[src/rtl/vga_pattern_ctrl_module.sv]
// vga_pattern_ctrl_module: registered RGB565 test-pattern stage with frame-aligned pattern switching
module vga_pattern_ctrl_module #(
    parameter logic [10:0] H_ACT = 11'd800,
    parameter logic [10:0] V_ACT = 11'd600,
    parameter logic [10:0] SQ    = 11'd64,
    parameter logic [10:0] STEP  = 11'd2,
    parameter logic [10:0] BAR_W = 11'd100
) (
    input  logic        vga_clk,
    input  logic        rst_n,
    input  logic        Ready_Sig,
    input  logic [10:0] Column_Addr_Sig,
    input  logic [10:0] Row_Addr_Sig,
    input  logic        HSYNC_Sig,
    input  logic        VSYNC_Sig,
    input  logic        Key_Pulse_Sig,
    output logic [4:0]  Red_Sig,
    output logic [5:0]  Green_Sig,
    output logic [4:0]  Blue_Sig,
    output logic        HSYNC_Out_Sig,
    output logic        VSYNC_Out_Sig,
    output logic [1:0]  Mode_Sig
);
    typedef enum logic [1:0] {BAR = 2'd0, GRID = 2'd1, SQUARE = 2'd2, BAD = 2'd3} mode_t;
    localparam logic [10:0] X_MAX = H_ACT - SQ;
    localparam logic [10:0] Y_MAX = V_ACT - SQ;
    mode_t       mode_q;
    logic        pending_q, vs_prev_q, hs_q, vs_q;
    logic        dx_q, dy_q, dx_d, dy_d, x_hit, y_hit;
    logic [10:0] x_q, y_q, x_d, y_d;
    logic [15:0] rgb_q, rgb_d;
    logic [2:0]  bar_idx;
    logic        on_grid, in_sq;
    wire         tick    = vs_prev_q & ~VSYNC_Sig;
    wire         advance = tick & (pending_q | Key_Pulse_Sig);
    // square bounces per axis: clamp to the wall and reverse once reached
    assign x_hit = dx_q ? (x_q + STEP >= X_MAX) : (x_q <= STEP);
    assign y_hit = dy_q ? (y_q + STEP >= Y_MAX) : (y_q <= STEP);
    assign x_d   = !tick ? x_q : x_hit ? (dx_q ? X_MAX : 11'd0) : (dx_q ? x_q + STEP : x_q - STEP);
    assign y_d   = !tick ? y_q : y_hit ? (dy_q ? Y_MAX : 11'd0) : (dy_q ? y_q + STEP : y_q - STEP);
    assign dx_d  = (tick & x_hit) ? ~dx_q : dx_q;
    assign dy_d  = (tick & y_hit) ? ~dy_q : dy_q;
    // bar index by counting crossed bar boundaries, avoiding a divider
    always_comb begin
        bar_idx = 3'd0;
        for (int k = 1; k < 8; k++) bar_idx = bar_idx + 3'(Column_Addr_Sig >= BAR_W * 11'(k));
    end
    // next pixel colour from current address, mode and square position
    always_comb begin
        on_grid = (Column_Addr_Sig[5:0] == 6'd0) || (Row_Addr_Sig[5:0] == 6'd0) ||
                  (Column_Addr_Sig == H_ACT - 11'd1) || (Row_Addr_Sig == V_ACT - 11'd1);
        in_sq   = (Column_Addr_Sig >= x_q) && (Column_Addr_Sig < x_q + SQ) &&
                  (Row_Addr_Sig >= y_q) && (Row_Addr_Sig < y_q + SQ);
        rgb_d   = !Ready_Sig        ? 16'h0000 :
                  (mode_q == BAR)   ? {{5{~bar_idx[1]}}, {6{~bar_idx[2]}}, {5{~bar_idx[0]}}} :
                  (mode_q == GRID)  ? {16{on_grid}} :
                  (mode_q == SQUARE)? (in_sq ? 16'hF800 : 16'h001F) : 16'h0000;
    end
    // colour, re-aligned syncs, frame-edge detector and square position
    always_ff @(posedge vga_clk or negedge rst_n) begin
        if (!rst_n) begin
            rgb_q     <= 16'h0000;
            hs_q      <= 1'b1;
            vs_q      <= 1'b1;
            vs_prev_q <= 1'b1;
            x_q       <= 11'd0;
            y_q       <= 11'd0;
            dx_q      <= 1'b1;
            dy_q      <= 1'b1;
        end else begin
            rgb_q     <= rgb_d;
            hs_q      <= HSYNC_Sig;
            vs_q      <= VSYNC_Sig;
            vs_prev_q <= VSYNC_Sig;
            x_q       <= x_d;
            y_q       <= y_d;
            dx_q      <= dx_d;
            dy_q      <= dy_d;
        end
    end
    // pattern FSM: key requests are held until the next frame tick
    always_ff @(posedge vga_clk or negedge rst_n) begin
        if (!rst_n) begin
            mode_q    <= BAR;
            pending_q <= 1'b0;
        end else begin
            pending_q <= tick ? 1'b0 : (pending_q | Key_Pulse_Sig);
            case (mode_q)
                BAR:     if (advance) mode_q <= GRID;
                GRID:    if (advance) mode_q <= SQUARE;
                SQUARE:  if (advance) mode_q <= BAR;
                default: mode_q <= BAR;
            endcase
        end
    end
    assign {Red_Sig, Green_Sig, Blue_Sig} = rgb_q;
    assign HSYNC_Out_Sig = hs_q;
    assign VSYNC_Out_Sig = vs_q;
    assign Mode_Sig      = mode_q;
endmodule

[config.mk]
export PLATFORM = sky130hd
export DESIGN_NAME = vga_pattern_ctrl_module
export DESIGN_NICKNAME = d
export VERILOG_FILES = /design/src/rtl/vga_pattern_ctrl_module.sv
export SDC_FILE = /design/constraint.sdc
export NUM_CORES = 1
export LEC_CHECK = 0
export ABC_AREA = 1
export ABC_CLOCK_PERIOD_IN_PS = 2860
export BUFFER_PORTS_ARGS = -buffer_cell sky130_fd_sc_hd__buf_2
export CAP_MARGIN = 20
export CORE_MARGIN = 2
export CORE_UTILIZATION = 59
export DETAILED_ROUTE_END_ITERATION = 10
export PLACE_DENSITY_LB_ADDON = 0.12
export SKIP_LAST_GASP = 1
export SYNTH_ARGS = -nofsm -noshare
export SYNTH_HDL_FRONTEND = slang
export SYNTH_SLANG_ARGS = --single-unit
[constraint.sdc]
create_clock -name vga_clk -period 2.86 [get_ports vga_clk]
set_input_delay 0.286 -clock vga_clk [delete_from_list [all_inputs] [get_ports vga_clk]]
set_output_delay 0.286 -clock vga_clk [all_outputs]
set_load 0.01 [all_outputs]
==> metrics.txt <==
run status completed; worst supply voltage drop on vdd ~670 uV; leading cell type in the layout, fill and taps excluded sky130_fd_sc_hd__nand2_1; biggest fanout along the worst timing path 3; number of setup violations in the final report 0; TritonCTS Buffers 5; clk_lat worst skew 0.29 ns; Max Freq 0.357 GHz; worst rel slew slack a little over half; pin count of the biggest net entering global routing 31; required time at the worst-slack endpoint ~3 ns; power share of the sequential group between 20% and 30%; TritonCTS clock tree built; power density over the cells 863 nW/um2; clk slew on worst S/H paths ~0.08 ns; worst clock skew about 0.011 ns; Synth cell types 43; die span in x approximately 80 um; register area 756 um2; warnings from Yosys 0; launching instance or port of the critical path Column_Addr_Sig[4]; Vias per Instance ~5.5; share of total power in combinational logic a little under two thirds; antenna diode instance count 0; Tightest Pin Transition between 0.7 and 0.8 ns; HPWL reported at the end of detailed placement around 6.9 mm; antenna viol nets, final 0; initial antenna violation count 0; first-pass GRT wire length ~15 mm; worst-case clock buffer depth 2; HP Class in2async; Gate Count Post-Synth 504; overflow left after global routing 0; portion of total power attributed to the clock network a little over a tenth; number of optimization iterations in the first detailed-route pass 5; area occupied by multi-input gates ~2400 um2; CORE AREA slightly below 6000 um2; register area share after synthesis 21.6%; #FFs+latches synth 30; netlist area before placement 3500 um2; die area approximately 6600 um2; hold violation total from the final report 0; final number of max-transition violations 0; total routed wirelength roughly 8.6 mm; vias in the first global route 3231; period utilization between 90% and 100%; average cell area after synthesis 6.94 um2; switching share of total power 52.7%; Global Route Usage Sum between 20 and 30%; Max-Cap Viols 0; leading cell types in the layout, fill and taps excluded sky130_fd_sc_hd__nand2_1, sky130_fd_sc_hd__inv_1, sky130_fd_sc_hd__nor2_1, sky130_fd_sc_hd__buf_2, sky130_fd_sc_hd__ha_1; cell at the root of the clock tree sky130_fd_sc_hd__clkbuf_8; Internal Pwr Total 1.63 mW; final critical delay including setup and external delays roughly 2.8 ns; Net Switching roughly 1.8 mW; count of non-filler cells in the finished layout around 630; startpoint-to-endpoint class of the critical path in2reg; count of fill cells added during filler insertion 540; fraction of final layout cells sized beyond drive strength 1 a little under a quarter; DRT iter0 DRCs ~180; Critical Path Source Type primary input; number of synthesized flops with an enable pin 0; WL/cell 13.6 um; weighted congestion at the end of routability-driven global placement 0.933; net count after synthesis between 500 and 600; htree depth 2; Ports between 40 and 50; total DRC errors in the routed layout 0; share of synthesized flip-flops with an asynchronous set or reset 100%; worst hold margin about 0.041 ns; endpoint kind of the worst setup timing path register; standard-cell row count 28; most used flip-flop cell after synthesis sky130_fd_sc_hd__dfrtp_1; total via count in the routed design between 3000 and 4000; leakage power figure between 2 and 2.5 nW; Die Height 81.0 um; Starting Density 60.1%; Port Buffers 47; Area Overhead vs Synth 14.2%; cell total after placement around 630; worst reg2reg startpoint x_q[6]; total design power about 3.4 mW; arrival time at the worst endpoint between 2 and 3 ns; CTS Hold Bufs 0; net count reported at finish 630; clk sinks 30
==> per-stage QoR <==
step                      setup slack (ns)  cell area [um2]  setup TNS [ns]  util, %
final                               0.0599             4000               0     68.7
after global placement              -0.196             3870          -0.261     66.5
after floorplan                     0.0105             3520               0        -
after global routing               -0.0192             4000         -0.0192     68.7
after CTS                           0.0471             3960               0     68.1
after detailed placement            -0.254             3870          -0.385     66.5
==> final cells by class <==
cell class	instances	share of cell area (%)
clock inverter	2	0.313
sequential	30	18.9
timing repair buffer	69	10.0
tap	75	2.35
multi-input combinational	387	60.2
clock buffer	6	2.07
inverter	65	6.11
==> final timing paths <==
kind                                 endpoint  slack [ns]  depth (start not counted)
worst max-delay path                rgb_q[14]        0.06                         12
worst min-delay path                   x_q[7]        0.04                          1
worst max register to register       rgb_q[4]        0.34                         13
worst min register to register      pending_q        0.53                          2
max in group asynchronous              y_q[6]        2.35                          1
min in group vga_clk            HSYNC_Out_Sig        0.10                          1
==> cells by family after synthesis <==
group,after synthesis,synth area share (%)
flops,30,21.6
simple gates,233,30.1
compound gates,97,17.4
fa+ha+maj,44,16.6
xor+xnor,13,3.26
buf+inv,87,11.1
==> per-layer routing <==
layer / share of wire (%) / routed length (um) / vias up / track usage (%)
met5: 0 / 0 / - / 0
met4: 0.77 / 66 / 0 / 7.63
met3: 4.1 / 357 / 6 / 4.00
met2: 49 / 4210 / 91 / 48.5
met1: 46 / 3990 / 1652 / 37.0
li1: - / - / 1768 / -
==> power by group through the flow <==
stage                     Sequential (mW)  Clock [mW]  Combinational, mW
after global routing                0.912       0.403               2.52
after floorplan                     0.758           0               1.83
final                               0.874       0.371               2.20
after global placement              0.869           0               2.11
after detailed placement            0.873           0               2.18
after CTS                           0.869       0.384               2.19
==> cell usage after synthesis (6+ instances only) <==
cell,number,area share (%)
sky130_fd_sc_hd__a21oi_1,33,4.7
sky130_fd_sc_hd__a21oi_2,6,1.5
sky130_fd_sc_hd__buf_4,15,3.2
sky130_fd_sc_hd__dfrtp_1,26,19
sky130_fd_sc_hd__ha_1,40,14
sky130_fd_sc_hd__inv_1,60,6.4
sky130_fd_sc_hd__nand2_1,106,11
sky130_fd_sc_hd__nand3_1,32,4.6
sky130_fd_sc_hd__nand4_1,7,1.3
sky130_fd_sc_hd__nor2_1,56,6.0
sky130_fd_sc_hd__nor3_1,7,1.0
sky130_fd_sc_hd__o21ai_0,31,4.4
sky130_fd_sc_hd__xor2_1,10,2.5
==> what timing repair did <==
| action | 4_1_cts | 5_1_grt |
|---|---|---|
| setup endpoints to repair | 0 | 1 |
| resized for setup | 0 | 9 |
| hold endpoints to repair | 0 | 0 |
| setup buffers | 0 | 1 |
==> state kept, by name (all words and copies together), names as in the netlist <==
| name | cells |
|---|---|
| HSYNC_Out_Sig | 1 |
| Mode_Sig | 2 |
| VSYNC_Out_Sig | 1 |
| dx_q | 1 |
| dy_q | 1 |
| pending_q | 1 |
| rgb_q | 3 |
| x_q | 10 |
| y_q | 10 |
==> critical path, cell delays in order <==
cell                      delay, ns
sky130_fd_sc_hd__buf_2         0.12
sky130_fd_sc_hd__inv_1         0.07
sky130_fd_sc_hd__a31oi_2       0.23
sky130_fd_sc_hd__nor2_2        0.08
sky130_fd_sc_hd__fa_1          0.52
sky130_fd_sc_hd__fa_1          0.55
sky130_fd_sc_hd__inv_1         0.06
sky130_fd_sc_hd__fa_2          0.38
sky130_fd_sc_hd__fa_1          0.49
sky130_fd_sc_hd__nand2_1       0.06
sky130_fd_sc_hd__nand2_1       0.07
sky130_fd_sc_hd__a21oi_1       0.04
Power figures use the tool's default switching activity.
